--- src/rtl/pipeline_loader_ctrl.sv ---
// pipeline_loader_ctrl
// ---------------------------------------------------------------------------
// Byte-command front end that loads a program into instruction memory and
// controls a pipeline run (free run or single step).
//
// Commands are received in IDLE:
//   'L' N w0[31:24] w0[23:16] w0[15:8] w0[7:0] ...  load N words
//   'R'                                           reset pipeline, then run
//   'S'                                           single-step one cycle
//   'H' (only while running)                      abort the run
//
// Ports
//   clk                 rising-edge clock
//   i_rst_n             asynchronous active-low reset
//   i_rx_data/i_rx_valid command/data byte and its qualifier
//   i_halt_detected     pipeline reports a retired HALT
//   o_we_IF/o_inst_addr/o_instruction_data  instruction-memory write port
//   o_pipe_rst_n        active-low pipeline reset
//   o_halt              pipeline freeze (high = frozen)
//   o_state             current FSM state encoding (debug)
//   o_loaded            a complete program is resident
//   o_done / o_err      one-cycle run-end / protocol-error pulses
//   o_cycles            cycles executed in the last run (saturating)
//
// Handshake: i_rx_valid is a strobe with no back-pressure. A byte is consumed
// on every rising edge where i_rx_valid is high; a byte arriving in a state
// that does not accept data (WRITE, PIPE_RST, DONE) is dropped.
// ---------------------------------------------------------------------------
module pipeline_loader_ctrl #(
  parameter int unsigned NB_DATA         = 32,
  parameter int unsigned MAX_INSTR       = 64,
  parameter int unsigned BASE_ADDR       = 4,
  parameter int unsigned PIPE_RST_CYCLES = 2
) (
  input  logic               clk,
  input  logic               i_rst_n,
  input  logic [7:0]         i_rx_data,
  input  logic               i_rx_valid,
  input  logic               i_halt_detected,
  output logic               o_we_IF,
  output logic [31:0]        o_inst_addr,
  output logic [NB_DATA-1:0] o_instruction_data,
  output logic               o_pipe_rst_n,
  output logic               o_halt,
  output logic [2:0]         o_state,
  output logic               o_loaded,
  output logic               o_done,
  output logic               o_err,
  output logic [31:0]        o_cycles
);

  typedef enum logic [2:0] {
    ST_IDLE      = 3'd0,
    ST_GET_CNT   = 3'd1,
    ST_GET_BYTES = 3'd2,
    ST_WRITE     = 3'd3,
    ST_PIPE_RST  = 3'd4,
    ST_RUN       = 3'd5,
    ST_DONE      = 3'd6
  } state_t;

  localparam logic [7:0] CMD_LOAD  = 8'h4C;
  localparam logic [7:0] CMD_RUN   = 8'h52;
  localparam logic [7:0] CMD_STEP  = 8'h53;
  localparam logic [7:0] CMD_ABORT = 8'h48;
  localparam logic [7:0] PR_LAST   = 8'(PIPE_RST_CYCLES - 1);

  state_t               state_q, state_d;
  logic                 started_q, started_d;
  logic                 step_q, step_d;
  logic                 run_mode_q, run_mode_d;  // 1: PIPE_RST -> RUN, 0: -> step
  logic                 loaded_q, loaded_d;
  logic                 err_q, err_d;
  logic [31:0]          cycles_q, cycles_d, cycles_inc;
  logic [NB_DATA-1:0]   word_q, word_d;
  logic [31:0]          addr_q, addr_d;
  logic [7:0]           n_q, n_d;
  logic [1:0]           byte_cnt_q, byte_cnt_d;
  logic [7:0]           word_cnt_q, word_cnt_d;
  logic [7:0]           pr_cnt_q, pr_cnt_d;
  logic                 rst_seen_q;

  // Next-state and datapath decisions
  always_comb begin
    state_d    = state_q;
    started_d  = started_q;
    step_d     = 1'b0;
    run_mode_d = run_mode_q;
    loaded_d   = loaded_q;
    err_d      = 1'b0;
    cycles_d   = cycles_q;
    word_d     = word_q;
    addr_d     = addr_q;
    n_d        = n_q;
    byte_cnt_d = byte_cnt_q;
    word_cnt_d = word_cnt_q;
    pr_cnt_d   = pr_cnt_q;
    cycles_inc = (cycles_q == 32'hFFFF_FFFF) ? cycles_q : cycles_q + 32'd1;

    case (state_q)
      ST_IDLE: begin
        // step_q marks the single unfrozen cycle of a step; it counts as
        // an executed cycle and a HALT retiring in it ends the run.
        if (step_q) begin
          cycles_d = cycles_inc;
        end
        if (step_q && i_halt_detected) begin
          state_d = ST_DONE;
        end else if (i_rx_valid) begin
          case (i_rx_data)
            CMD_LOAD: begin
              state_d   = ST_GET_CNT;
              loaded_d  = 1'b0;
              started_d = 1'b0;
            end
            CMD_RUN: begin
              if (!loaded_q) begin
                err_d = 1'b1;
              end else begin
                state_d    = ST_PIPE_RST;
                pr_cnt_d   = 8'd0;
                run_mode_d = 1'b1;
              end
            end
            CMD_STEP: begin
              if (!loaded_q) begin
                err_d = 1'b1;
              end else if (!started_q) begin
                state_d    = ST_PIPE_RST;
                pr_cnt_d   = 8'd0;
                run_mode_d = 1'b0;
              end else begin
                step_d = 1'b1;
              end
            end
            default: err_d = 1'b1;
          endcase
        end
      end

      ST_GET_CNT: begin
        if (i_rx_valid) begin
          if ((i_rx_data == 8'd0) || ({24'd0, i_rx_data} > MAX_INSTR)) begin
            err_d   = 1'b1;
            state_d = ST_IDLE;
          end else begin
            n_d        = i_rx_data;
            byte_cnt_d = 2'd0;
            word_cnt_d = 8'd0;
            state_d    = ST_GET_BYTES;
          end
        end
      end

      ST_GET_BYTES: begin
        if (i_rx_valid) begin
          // The first byte of each word clears the previous word.
          if (byte_cnt_q == 2'd0) begin
            word_d = {{(NB_DATA-8){1'b0}}, i_rx_data};
          end else begin
            word_d = {word_q[NB_DATA-9:0], i_rx_data};
          end
          if (byte_cnt_q == 2'd3) begin
            byte_cnt_d = 2'd0;
            addr_d     = BASE_ADDR + {22'd0, word_cnt_q, 2'b00};
            state_d    = ST_WRITE;
          end else begin
            byte_cnt_d = byte_cnt_q + 2'd1;
          end
        end
      end

      ST_WRITE: begin
        if (word_cnt_q < (n_q - 8'd1)) begin
          word_cnt_d = word_cnt_q + 8'd1;
          state_d    = ST_GET_BYTES;
        end else begin
          loaded_d = 1'b1;
          state_d  = ST_IDLE;
        end
      end

      ST_PIPE_RST: begin
        cycles_d  = 32'd0;
        started_d = 1'b1;
        if (pr_cnt_q == PR_LAST) begin
          if (run_mode_q) begin
            state_d = ST_RUN;
          end else begin
            state_d = ST_IDLE;
            step_d  = 1'b1;
          end
        end else begin
          pr_cnt_d = pr_cnt_q + 8'd1;
        end
      end

      ST_RUN: begin
        cycles_d = cycles_inc;
        // A retired HALT and an abort byte in the same cycle both lead to
        // the single DONE visit, so o_done still pulses once.
        if (i_halt_detected || (i_rx_valid && (i_rx_data == CMD_ABORT))) begin
          state_d = ST_DONE;
        end
      end

      ST_DONE: begin
        started_d = 1'b0;
        state_d   = ST_IDLE;
      end

      default: state_d = ST_IDLE;
    endcase
  end

  // State and datapath registers
  always_ff @(posedge clk or negedge i_rst_n) begin
    if (!i_rst_n) begin
      state_q    <= ST_IDLE;
      started_q  <= 1'b0;
      step_q     <= 1'b0;
      run_mode_q <= 1'b0;
      loaded_q   <= 1'b0;
      err_q      <= 1'b0;
      cycles_q   <= 32'd0;
      word_q     <= '0;
      addr_q     <= 32'd0;
      n_q        <= 8'd0;
      byte_cnt_q <= 2'd0;
      word_cnt_q <= 8'd0;
      pr_cnt_q   <= 8'd0;
      rst_seen_q <= 1'b0;
    end else begin
      state_q    <= state_d;
      started_q  <= started_d;
      step_q     <= step_d;
      run_mode_q <= run_mode_d;
      loaded_q   <= loaded_d;
      err_q      <= err_d;
      cycles_q   <= cycles_d;
      word_q     <= word_d;
      addr_q     <= addr_d;
      n_q        <= n_d;
      byte_cnt_q <= byte_cnt_d;
      word_cnt_q <= word_cnt_d;
      pr_cnt_q   <= pr_cnt_d;
      rst_seen_q <= 1'b1;
    end
  end

  // The pipeline stays in reset while this block is in reset and is released
  // on the first clock edge afterwards (rst_seen_q).
  assign o_pipe_rst_n       = rst_seen_q && (state_q != ST_PIPE_RST);
  assign o_halt             = !((state_q == ST_RUN) || step_q);
  assign o_we_IF            = (state_q == ST_WRITE);
  assign o_inst_addr        = addr_q;
  assign o_instruction_data = word_q;
  assign o_state            = state_q;
  assign o_loaded           = loaded_q;
  assign o_done             = (state_q == ST_DONE);
  assign o_err              = err_q;
  assign o_cycles           = cycles_q;

endmodule

--- config.mk ---
export PLATFORM = sky130hd
export DESIGN_NAME = pipeline_loader_ctrl
export DESIGN_NICKNAME = d
export VERILOG_FILES = /design/src/rtl/pipeline_loader_ctrl.sv
export SDC_FILE = /design/constraint.sdc
export NUM_CORES = 1
export LEC_CHECK = 0
export BUFFER_PORTS_ARGS = -buffer_cell sky130_fd_sc_hd__buf_4
export CORE_MARGIN = 2
export CORE_UTILIZATION = 56
export CTS_CLUSTER_DIAMETER = 30
export CTS_CLUSTER_SIZE = 24
export DETAILED_ROUTE_END_ITERATION = 16
export PLACE_DENSITY = 0.83
export SYNTH_ARGS = -nofsm -noshare
export SYNTH_HDL_FRONTEND = slang
export SYNTH_SLANG_ARGS = --single-unit
--- constraint.sdc ---
create_clock -name clk -period 3.1 [get_ports clk]
set_clock_uncertainty 0.15 [all_clocks]
set_input_delay 0.62 -clock clk [delete_from_list [all_inputs] [get_ports clk]]
set_output_delay 0.62 -clock clk [all_outputs]
set_load 0.01 [all_outputs]
==> results of run 1 <==
worst max-delay path: cells and delay by family, from the launching register on:
kind / cells / cell delay, ns
buf+inv: 2 / 0.30
xor+xnor: 1 / 0.15
fa+ha+maj: 2 / 0.48
compound gates: 4 / 0.86
simple gates: 3 / 0.51
flops: 1 / 0.41
power groups by stage:
stage / clock network [µW] / registers (µW) / logic, µW
6_report: 983 / 2040 / 1720
5_1_grt: 1050 / 2090 / 1920
4_1_cts: 992 / 2030 / 1720
3_5_place_dp: 0 / 2060 / 1710
3_3_place_gp: 0 / 2040 / 1630
2_1_floorplan: 0 / 2100 / 982
sequential cells by signal, summed over array words and instances (netlist names):
register	count
o_err	1
o_instruction_data	32
o_cycles	32
rst_seen_q	1
run_mode_q	1
word_cnt_q	8
n_q	8
step_q	1
o_inst_addr	9
o_loaded	1
started_q	1
byte_cnt_q	2
pr_cnt_q	8
o_state	3
metrics by stage:
step	cell area [µm²]	utilization (%)	instances
floorplan	5943	-	662
global placement	6648	64.97	853
detailed placement	6648	64.97	853
CTS	6877	67.21	869
global route	6878	67.23	869
finish	6878	67.23	869
per-layer routing:
metal	wire, µm	up-vias	share of wire [%]
met5	0	-	0
met4	244	0	1.8
met3	673	29	5.0
met2	6838	164	51
met1	5749	2481	43
li1	-	2416	-
cell families after synthesis:
family / synth area share, %
muxes: 2.071
buffers and inverters: 6.127
other: 0.1281
xor gates and xnor gates: 2.092
adders and majority gates: 2.989
DFF: 46.11
AOI/OAI and AO/OA: 16.03
and+or+nand+nor: 24.45
cells in the final DEF (no fill, tap or decap), types with 6 or more instances in the layout:
cell and instances:
or4_1 12, o31ai_1 6, nand4_1 8, and4_1 6, and3_1 13, o21ai_0 69
xnor2_1 10, nand3_1 19, inv_1 20, nor3_1 18, mux2_2 9, clkbuf_8 9
or3_1 21, conb_1 24, nor2_1 22, dfrtp_1 108, a31oi_1 8, buf_4 105
o211ai_1 8, nand2b_1 28, nor2b_1 6, ha_1 14, nand2_1 92, a21oi_1 26
final timing paths:
kind / cells after the start / from / to / slack [ns]
worst max-delay path: 12 / n_q[0] / word_cnt_q[5] / 0.19
worst min-delay path: 1 / i_rst_n / o_inst_addr[9] / 0.13
worst max register to register: 12 / n_q[0] / word_cnt_q[5] / 0.19
worst min register to register: 2 / o_inst_addr[9] / o_inst_addr[9] / 0.34
max in group asynchronous: 2 / i_rst_n / o_cycles[5] / 1.99
min in group clk: 3 / i_rx_data[4] / o_instruction_data[4] / 0.33
cell type report:
type                            count  share of cell area, %
Sequential cell                   108                  39.29
Tap cell                          136                  2.474
Multi-Input combinational cell    483                  42.06
Timing Repair Buffer              106                  11.75
Inverter                           20                  1.092
Clock inverter                      7                  1.528
Clock buffer                        9                  1.801
timing repair:
| action | in CTS | in global routing |
|---|---|---|
| setup buffers | 0 | 0 |
| gates resized for setup | 0 | 2 |
| endpoints found under the setup margin | 0 | 7 |
| hold endpoints to repair | 0 | 0 |
==> results by group, run 1 <==
Global route
  – Met1 usage: 32.05%
  – Number of global-route vias before repair: 4,758
  – Met3 Usage GRT: 3.495%
  – Initial antenna violation count: 0
  – GRT Overall Usage: 24.53%
  – GRT overflow: 0
  – Met2 usage: 42.35%
  – First-pass GRT wire length: 22,510 µm
  – Layer with the highest usage: met2
  – Largest net degree at the start of global routing: 55

Worst setup path
  – Crit path DAT: 3.08 ns
  – Critical path's slowest cell: dfrtp_1
  – Crit. End Element: flip-flop
  – Max incr delay on CP: 0.41 ns
  – Worst Path Max Fanout: 11
  – Worst-path cell chain: inv_1, ha_1, nand2_1, nor3_1, xnor2_1, ha_1, a21o_1, a2111oi_1, o21ai_1, buf_4, nor3_1, o22a_1
  – Required time worst endpoint: 3.27 ns
  – CP startpoint kind: flip-flop
  – Crit path kind: reg2reg

Outcome
  – Status: finished clean

Clock tree
  – CTS sink cnt: 108
  – Clock buffer depth: 2
  – Clock Pin Slew Worst Setup and Hold Paths: 0.10 ns
  – Root Driver: clkbuf_8
  – Clock H-tree levels: 3
  – Clock latency on the worst-skew pair: 0.38 ns
  – CTS Buf Count: 9
  – TritonCTS clock tree: yes
  – Hold_buf cts: 0

Timing
  – Final hold vios: 0
  – Fmax: 343.6 MHz
  – Final setup violation count: 0
  – Final WS setup: 0.1899 ns
  – RSZ-0062 raised after global routing: false
  – Hold slack: 0.1338 ns
  – Post-route clock period utilization: 93.87%
  – Max transition margin: 53.13%
  – Setup TNS: 0 ns
  – Tmin final: 2.910 ns
  – Slew Limit Fails: 0
  – Slew @ Worst Pin: 0.7031 ns

Placed design
  – Post-place setup slack: 0.2360 ns
  – Global placer's final weighted congestion: 0.8419
  – I/O Buffers: 93
  – Detailed placer's ending HPWL: 9711 µm

Cells and area
  – Area Growth Syn to Fin: 17.36%
  – Nets: 754
  – Multi-input gate area: 2893 µm²
  – Fraction of layout cells with a size suffix above 1: 19.37%
  – Fillcell total: 825
  – Register area: 2703 µm²
  – Ant diodes: 0

Synthesis
  – Most instantiated cells after synthesis: dfrtp_1 (108), nand2_1 (92), o21ai_0 (70)
  – Top FF cell, synth: dfrtp_1
  – Synth area leader: dfrtp_1
  – FF+latch count, synth: 108
  – Ys async rst share: 100.0%
  – Post-synth EDFFs: 0
  – Syn avg cell area: 9.157 µm²
  – Seq/Total Area, Yosys: 46.11%
  – Yosys cell types: 65
  – Cell Area, Synth: 5861 µm²
  – Syn Inst Count: 640
  – Top-count cell post-synth: dfrtp_1
  – Synth area leaders: dfrtp_1 (46%), o21ai_0 (6.0%), nand2_1 (5.9%)
  – Yosys warns: 0
  – Area fraction of the dominant cell type after synthesis: 46.11%

Pwr
  – Internal: 3006 µW
  – Switching Share: 36.55%
  – Clock Power Share: 20.7%
  – Power Total: 4738 µW
  – Max IR drop VDD: 377.5 µV
  – Leakage: 0.003180 µW
  – Seq pwr share: 43.0%
  – Combinational group share of total power: 36.3%
  – Net switching power figure: 1732 µW
  – Power per standard cell area: 688.9 nW/µm²

Routing
  – Via Count: 5,090
  – Post-DR vias/cell: 5.857
  – DRT iter0 DRCs: 334
  – First-pass iteration count of the detailed router: 5
  – DR WL/cell: 15.54 µm
  – DR DRC count: 0
  – Routed Antenna Nets: 0
  – Final WL: 13,510 µm

Die
  – Row count: 37
  – Io pins: 117
  – Die Wd: 106.3 µm
  – Core box area: 10,230 µm²
  – Die H: 106.3 µm
  – DIE AREA: 11,300 µm²
  – Initial Utilization: 57.28%

Min path
  – Worst min path class: in2async

Flow run
  – Max-cap violations: 0
Note: power is estimated with default switching activity, not from simulation.
==> inputs of run 2 (changes only) <==
--- a/config.mk
+++ b/config.mk
@@ -6,6 +6,7 @@
 export NUM_CORES = 1
 export LEC_CHECK = 0
 export BUFFER_PORTS_ARGS = -buffer_cell sky130_fd_sc_hd__buf_4
+export CORE_ASPECT_RATIO = 0.5
 export CORE_MARGIN = 2
 export CORE_UTILIZATION = 56
 export CTS_CLUSTER_DIAMETER = 30
==> constraint.sdc (replaced) <==
create_clock -name clk -period 3.1 [get_ports clk]
set_clock_uncertainty 0.15 [all_clocks]
set_input_delay 0.62 -clock clk [delete_from_list [all_inputs] [get_ports clk]]
set_output_delay 0.62 -clock clk [all_outputs]
set_load 0.05 [all_outputs]
==> results by group, run 2 (synthesis results as in run 1) <==
Outcome
  – Status: finished clean (unchanged)

Timing
  – Final setup violation count: 0 (unchanged)
  – Slew @ Worst Pin: 0.6577 ns (was 0.7031 ns)
  – RSZ-0062 raised after global routing: false (unchanged)
  – Fmax: 352.4 MHz (was 343.6 MHz)
  – Tmin final: 2.837 ns (was 2.910 ns)
  – Post-route clock period utilization: 91.53% (was 93.87%)
  – Slew Limit Fails: 0 (unchanged)
  – Setup TNS: 0 ns (unchanged)
  – Final hold vios: 0 (unchanged)
  – Max transition margin: 56.15% (was 53.13%)
  – Final WS setup: 0.2626 ns (was 0.1899 ns)

Placed design
  – Detailed placer's ending HPWL: 9312 µm (was 9711 µm)
  – DP Area: 6668 µm² (was 6648 µm²)
  – I/O Buffers: 93 (unchanged)
  – Global placer's final weighted congestion: 0.8620 (was 0.8419)
  – Post-place setup slack: 0.2364 ns (was 0.2360 ns)

Pwr
  – Power per standard cell area: 818.8 nW/µm² (was 688.9 nW/µm²)
  – Leakage: 0.003227 µW (was 0.003180 µW)
  – Max IR drop VDD: 395.2 µV (was 377.5 µV)

Routing
  – Final WL: 13,210 µm (was 13,510 µm)
  – Post-DR vias/cell: 5.719 (was 5.857)
  – DRT iter0 DRCs: 299 (was 334)
  – Via Count: 5,004 (was 5,090)
  – First-pass iteration count of the detailed router: 5 (unchanged)
  – Routed Antenna Nets: 0 (unchanged)
  – DR WL/cell: 15.10 µm (was 15.54 µm)
  – DR DRC count: 0 (unchanged)

Clock tree
  – Clock buffer depth: 2 (unchanged)
  – Root Driver: clkbuf_16 (was clkbuf_8)
  – Clock Pin Slew Worst Setup and Hold Paths: 0.07 ns (was 0.10 ns)
  – Clock latency on the worst-skew pair: 0.35 ns (was 0.38 ns)
  – CTS Buf Count: 9 (unchanged)
  – Clock H-tree levels: 3 (unchanged)
  – CTS sink cnt: 108 (unchanged)
  – TritonCTS clock tree: yes (unchanged)
  – Post-CTS Setup Bufs: 0 (unchanged)

Flow run
  – Max-cap violations: 0 (unchanged)

Die
  – Initial Utilization: 57.56% (was 57.28%)
  – DIE AREA: 11,350 µm² (was 11,300 µm²)
  – Die H: 76.34 µm (was 106.3 µm)
  – Core box area: 10,180 µm² (was 10,230 µm²)
  – Row count: 26 (was 37)
  – Io pins: 117 (unchanged)
  – Die Wd: 148.7 µm (was 106.3 µm)

Worst setup path
  – Reg2reg start: n_q[2] (was n_q[0])
  – Crit path kind: reg2reg (unchanged)
  – Max incr delay on CP: 0.42 ns (was 0.41 ns)
  – Critical path's slowest cell: dfrtp_1 (unchanged)
  – Worst-path cell chain: nor2_1, nand3_1, nor4_2, xnor2_1, ha_1, and4_1, a2111oi_1, o21ai_0, buf_4, a31oi_1, o21ai_0 (was inv_1, ha_1, nand2_1, nor3_1, xnor2_1, ha_1, a21o_1, a2111oi_1, o21ai_1, buf_4, nor3_1, o22a_1)
  – CP startpoint kind: flip-flop (unchanged)
  – CP most frequent cell: o21ai_0
  – Required time worst endpoint: 3.18 ns (was 3.27 ns)
  – Crit. End Element: flip-flop (unchanged)
  – Crit path DAT: 2.91 ns (was 3.08 ns)
  – Reg2Reg Depth: 11 (was 12)
  – Setup slack, reg-to-reg: 0.26 ns (was 0.19 ns)
  – Worst Path Max Fanout: 11 (unchanged)
  – Reg-to-reg endpoint: word_cnt_q[3] (was word_cnt_q[5])

Global route
  – Largest net degree at the start of global routing: 50 (was 55)
  – GRT overflow: 0 (unchanged)
  – First-pass GRT wire length: 22,860 µm (was 22,510 µm)
  – Number of global-route vias before repair: 4,814 (was 4,758)
  – GRT Overall Usage: 24.89% (was 24.53%)
  – Initial antenna violation count: 0 (unchanged)

Cells and area
  – Leading cell type in the layout, fill and taps excluded: dfrtp_1 (unchanged)
  – Cell area after layout: 6979 µm² (was 6878 µm²)
  – Fraction of layout cells with a size suffix above 1: 19.73% (was 19.37%)
  – Nets: 756 (was 754)
  – Commonest non-fill, non-tap cells in the layout: dfrtp_1 (108), buf_4 (107), nand2_1 (92) (was dfrtp_1 (108), buf_4 (105), nand2_1 (92))
  – Area Growth Syn to Fin: 19.09% (was 17.36%)
  – Ant diodes: 0 (unchanged)

Min path
  – Worst min path class: in2async (unchanged)
[run 2: layout make-up]
type	instances	area (µm²)
clock inverter	6	70.07
clock buffer	10	229.0
fill	805	3203
multi-input combinational	483	2904
inverter	20	75.07
timing repair buffer	108	823.3
sequential	108	2703
tap	140	175.2
[run 2: timing repair]
action                                  in CTS  in global routing
endpoints found under the setup margin       0                  9
hold buffers                                 0                  0
resized for setup                            0                  4
[run 2: worst max path at each step]
stage	slack [ns]	depth (start not counted)	from	end
final	0.26	11	n_q[2]	word_cnt_q[3]
after global routing	0.03	12	n_q[0]	word_cnt_q[5]
after CTS	0.24	10	n_q[2]	word_cnt_q[1]
after detailed placement	0.24	11	n_q[0]	word_cnt_q[1]
after global placement	0.39	11	n_q[0]	word_cnt_q[7]
after floorplan	0.20	3	o_state[1]	o_done
[run 2: routing by layer]
layer  vias up  part of all wire [%]  track usage (%)
li1       2433                     -                -
met4         0                   1.9            9.238
met1      2396                    45            33.18
met3        23                   5.2            4.551
met2       152                    48            41.06
met5         -                     0                0
[run 2: per-stage QoR]
stage / hold slack, ns / utilization (%) / power (µW) / std cells
floorplan: 0.1744 / - / 3835 / 662
global placement: 0.3123 / 65.48 / 4473 / 859
detailed placement: 0.3217 / 65.48 / 4562 / 859
CTS: 0.1772 / 68.42 / 5724 / 875
global route: 0.2115 / 68.54 / 6050 / 875
finish: 0.1483 / 68.54 / 5715 / 875
[run 2: report_power, final]
group / total (µW) / switching [µW] / leakage, µW / internal, µW
logic: 2490 / 1660 / 0.00162 / 828
clock network: 1160 / 529 / 0.000147 / 635
registers: 2060 / 331 / 0.00146 / 1730
total: 5710 / 2520 / 0.00323 / 3190
[run 2: critical path: cells and delay by family (launching register included)]
kind | cells | cell delay (ns)
and+or+nand+nor | 4 | 0.73
AOI/OAI and AO/OA | 4 | 0.70
DFF | 1 | 0.42
adders and majority gates | 1 | 0.30
buffers and inverters | 1 | 0.21
xor gates and xnor gates | 1 | 0.19
==> inputs of run 3 (changes only) <==
--- a/config.mk
+++ b/config.mk
@@ -5,14 +5,16 @@
 export SDC_FILE = /design/constraint.sdc
 export NUM_CORES = 1
 export LEC_CHECK = 0
+export ABC_AREA = 1
 export BUFFER_PORTS_ARGS = -buffer_cell sky130_fd_sc_hd__buf_4
 export CORE_ASPECT_RATIO = 0.5
 export CORE_MARGIN = 2
-export CORE_UTILIZATION = 56
+export CORE_UTILIZATION = 57
 export CTS_CLUSTER_DIAMETER = 30
 export CTS_CLUSTER_SIZE = 24
 export DETAILED_ROUTE_END_ITERATION = 16
 export PLACE_DENSITY = 0.83
+export RECOVER_POWER = 100
 export SYNTH_ARGS = -nofsm -noshare
 export SYNTH_HDL_FRONTEND = slang
 export SYNTH_SLANG_ARGS = --single-unit
==> results by group, run 3 <==
Timing
  – Final setup violation count: 0 (unchanged)
  – Hold slack: 0.3318 ns (was 0.1483 ns)
  – Slew Limit Fails: 0 (unchanged)
  – Tmin final: 2.786 ns (was 2.837 ns)
  – Fmax: 359.0 MHz (was 352.4 MHz)
  – Setup TNS: 0 ns (unchanged)
  – Final WS setup: 0.3144 ns (was 0.2626 ns)
  – Slew @ Worst Pin: 1.261 ns (was 0.6577 ns)
  – RSZ-0062 raised after global routing: false (unchanged)
  – Final hold vios: 0 (unchanged)
  – Max transition margin: 15.91% (was 56.15%)
  – Post-route clock period utilization: 89.86% (was 91.53%)

Synthesis
  – FF+latch count, synth: 108 (unchanged)
  – Cell Area, Synth: 6524 µm² (was 5861 µm²)
  – Post-synthesis compound-gate area fraction: 10.13% (was 16.03%)
  – Synth Area in Adders: 2.685% (was 2.989%)
  – Syn Inst Count: 873 (was 640)
  – Post-Synth Simple-Gate Area: 32.93% (was 24.44%)
  – Most instantiated cells after synthesis: nand2_1 (271), dfrtp_1 (108), nor2_1 (103) (was dfrtp_1 (108), nand2_1 (92), o21ai_0 (70))
  – Yosys warns: 0 (unchanged)
  – Post-synthesis mux area share: 0.3452% (was 2.071%)
  – Post-synth EDFFs: 0 (unchanged)
  – Top FF cell, synth: dfrtp_1 (unchanged)
  – Xor and xnor area share after synthesis: 2.819% (was 2.092%)
  – Main combinational cell family by area after synthesis: simple AND/OR/NAND/NOR gates (unchanged)
  – Syn avg cell area: 7.473 µm² (was 9.157 µm²)
  – Yosys cell types: 40 (was 65)
  – Top-count cell post-synth: nand2_1 (was dfrtp_1)
  – Synth area leader: dfrtp_1 (unchanged)
  – Ys async rst share: 100.0% (unchanged)
  – Area fraction of the dominant cell type after synthesis: 41.43% (was 46.11%)
  – Synth area leaders: dfrtp_1 (41%), nand2_1 (16%), nand3_1 (6.7%) (was dfrtp_1 (46%), o21ai_0 (6.0%), nand2_1 (5.9%))
  – Seq/Total Area, Yosys: 41.43% (was 46.11%)

Worst setup path
  – Required time worst endpoint: 2.33 ns (was 3.18 ns)
  – CP startpoint kind: flip-flop (unchanged)
  – Crit path kind: reg2out (was reg2reg)
  – Worst Path Max Fanout: 9 (was 11)
  – Crit. End Element: primary output (was flip-flop)
  – Crit path DAT: 2.02 ns (was 2.91 ns)

Die
  – Die Wd: 155.3 µm (was 148.7 µm)
  – Io pins: 117 (unchanged)
  – Initial Utilization: 58.88% (was 57.56%)
  – Die H: 79.65 µm (was 76.34 µm)
  – Core box area: 11,080 µm² (was 10,180 µm²)
  – Row count: 27 (was 26)
  – DIE AREA: 12,370 µm² (was 11,350 µm²)

Pwr
  – Power per standard cell area: 817.0 nW/µm² (was 818.8 nW/µm²)
  – Max IR drop VDD: 428.2 µV (was 395.2 µV)
  – Leakage: 0.003261 µW (was 0.003227 µW)

Global route
  – Number of global-route vias before repair: 5,540 (was 4,814)
  – First-pass GRT wire length: 26,120 µm (was 22,860 µm)
  – GRT Overall Usage: 26.37% (was 24.89%)
  – Initial antenna violation count: 0 (unchanged)
  – Largest net degree at the start of global routing: 87 (was 50)
  – GRT overflow: 0 (unchanged)

Cells and area
  – Fraction of layout cells with a size suffix above 1: 5.389% (was 19.73%)
  – Final Non-Filler Cells: 1,110 (was 875)
  – Area Growth Syn to Fin: 8.074% (was 19.09%)
  – Ant diodes: 0 (unchanged)
  – Commonest non-fill, non-tap cells in the layout: nand2_1 (276), dfrtp_1 (108), nor2_1 (105) (was dfrtp_1 (108), buf_4 (107), nand2_1 (92))
  – Nets: 986 (was 756)
  – Util after Layout: 63.63% (was 68.54%)
  – Leading cell type in the layout, fill and taps excluded: nand2_1 (was dfrtp_1)

Routing
  – DRT iter0 DRCs: 365 (was 299)
  – First-pass iteration count of the detailed router: 5 (unchanged)
  – Routed Antenna Nets: 0 (unchanged)
  – Post-DR vias/cell: 5.324 (was 5.719)
  – Final WL: 15,520 µm (was 13,210 µm)
  – Via Count: 5,910 (was 5,004)
  – DR DRC count: 0 (unchanged)
  – DR WL/cell: 13.98 µm (was 15.10 µm)

Clock tree
  – Root Driver: clkbuf_16 (unchanged)
  – CTS Buf Count: 9 (unchanged)
  – Clock latency on the worst-skew pair: 0.35 ns (about the same)
  – CTS sink cnt: 108 (unchanged)
  – Clock H-tree levels: 3 (unchanged)
  – Clock buffer depth: 2 (unchanged)
  – Hold_buf cts: 0 (unchanged)
  – TritonCTS clock tree: yes (unchanged)
  – Post-CTS Setup Bufs: 0 (unchanged)
  – Clock Pin Slew Worst Setup and Hold Paths: 0.08 ns (was 0.07 ns)
  – Resize count post-CTS: 0 (unchanged)

Placed design
  – I/O Buffers: 93 (unchanged)
  – Detailed placer's ending HPWL: 11,430 µm (was 9312 µm)
  – Inst Count DP: 1,094 (was 859)
  – Global placer's final weighted congestion: 0.9441 (was 0.8620)
  – Post-place setup slack: 0.3460 ns (was 0.2364 ns)

Outcome
  – Status: finished clean (unchanged)

Flow run
  – Max-cap violations: 0 (unchanged)

Min path
  – Worst min path class: reg2reg (was in2async)
-- run 3: worst max-delay path: stages (launching register included) --
cell	delay, ns
dfrtp_1	0.47
inv_1	0.12
nor2_1	0.28
nand2_1	0.33
inv_1	0.23
buf_4	0.23
-- run 3: kinds of logic (layout without fill, tap and decap cells) --
logic type	after synthesis	after routing
simple gates	498	498
buf+inv	126	196
flops	108	108
compound gates	102	102
xor+xnor	21	21
fa+ha+maj	14	14
other cells	2	24
mux	2	2
-- run 3: final timing paths --
| kind | start | to | slack (ns) | depth (start not counted) |
|---|---|---|---|---|
| worst max-delay path | o_state[1] | o_we_IF | 0.31 | 5 |
| worst min-delay path | o_instruction_data[29] | o_instruction_data[29] | 0.33 | 2 |
| worst max register to register | n_q[2] | word_cnt_q[5] | 0.33 | 12 |
| worst min register to register | o_instruction_data[29] | o_instruction_data[29] | 0.33 | 2 |
| max in group asynchronous | i_rst_n | word_cnt_q[7] | 0.54 | 2 |
| min in group asynchronous | i_rst_n | o_cycles[1] | 0.37 | 1 |
-- run 3: power by group --
group | internal [µW] | switching (µW)
logic | 555 | 1990
registers | 1740 | 312
clock network | 574 | 587
-- run 3: per-layer routing --
metal  vias to the layer above  GRT usage [%]  routed length [µm]
met3                        22          5.755                 944
met4                         0          6.422                 195
met2                       206          44.71                7237
li1                       2920              -                   -
met1                      2762          34.97                7145
met5                         -              0                   0
-- run 3: area by class of cell --
cell class | count | area, µm²
fillers | 1076 | 4030
repair buffers | 99 | 419.2
inverters | 81 | 304.0
flip-flops and latches | 108 | 2703
multi-input cells | 661 | 3143
well taps | 145 | 181.4
clock buffers | 9 | 225.2
clock inverters | 7 | 75.07
-- run 3: stage by stage --
| step | power [µW] | instance area [µm²] |
|---|---|---|
| 3_3_place_gp | 4855 | 7224 |
| 3_5_place_dp | 4929 | 7224 |
| 6_report | 5760 | 7051 |
| 2_1_floorplan | 4084 | 6606 |
| 4_1_cts | 6115 | 7525 |
| 5_1_grt | 6128 | 7051 |
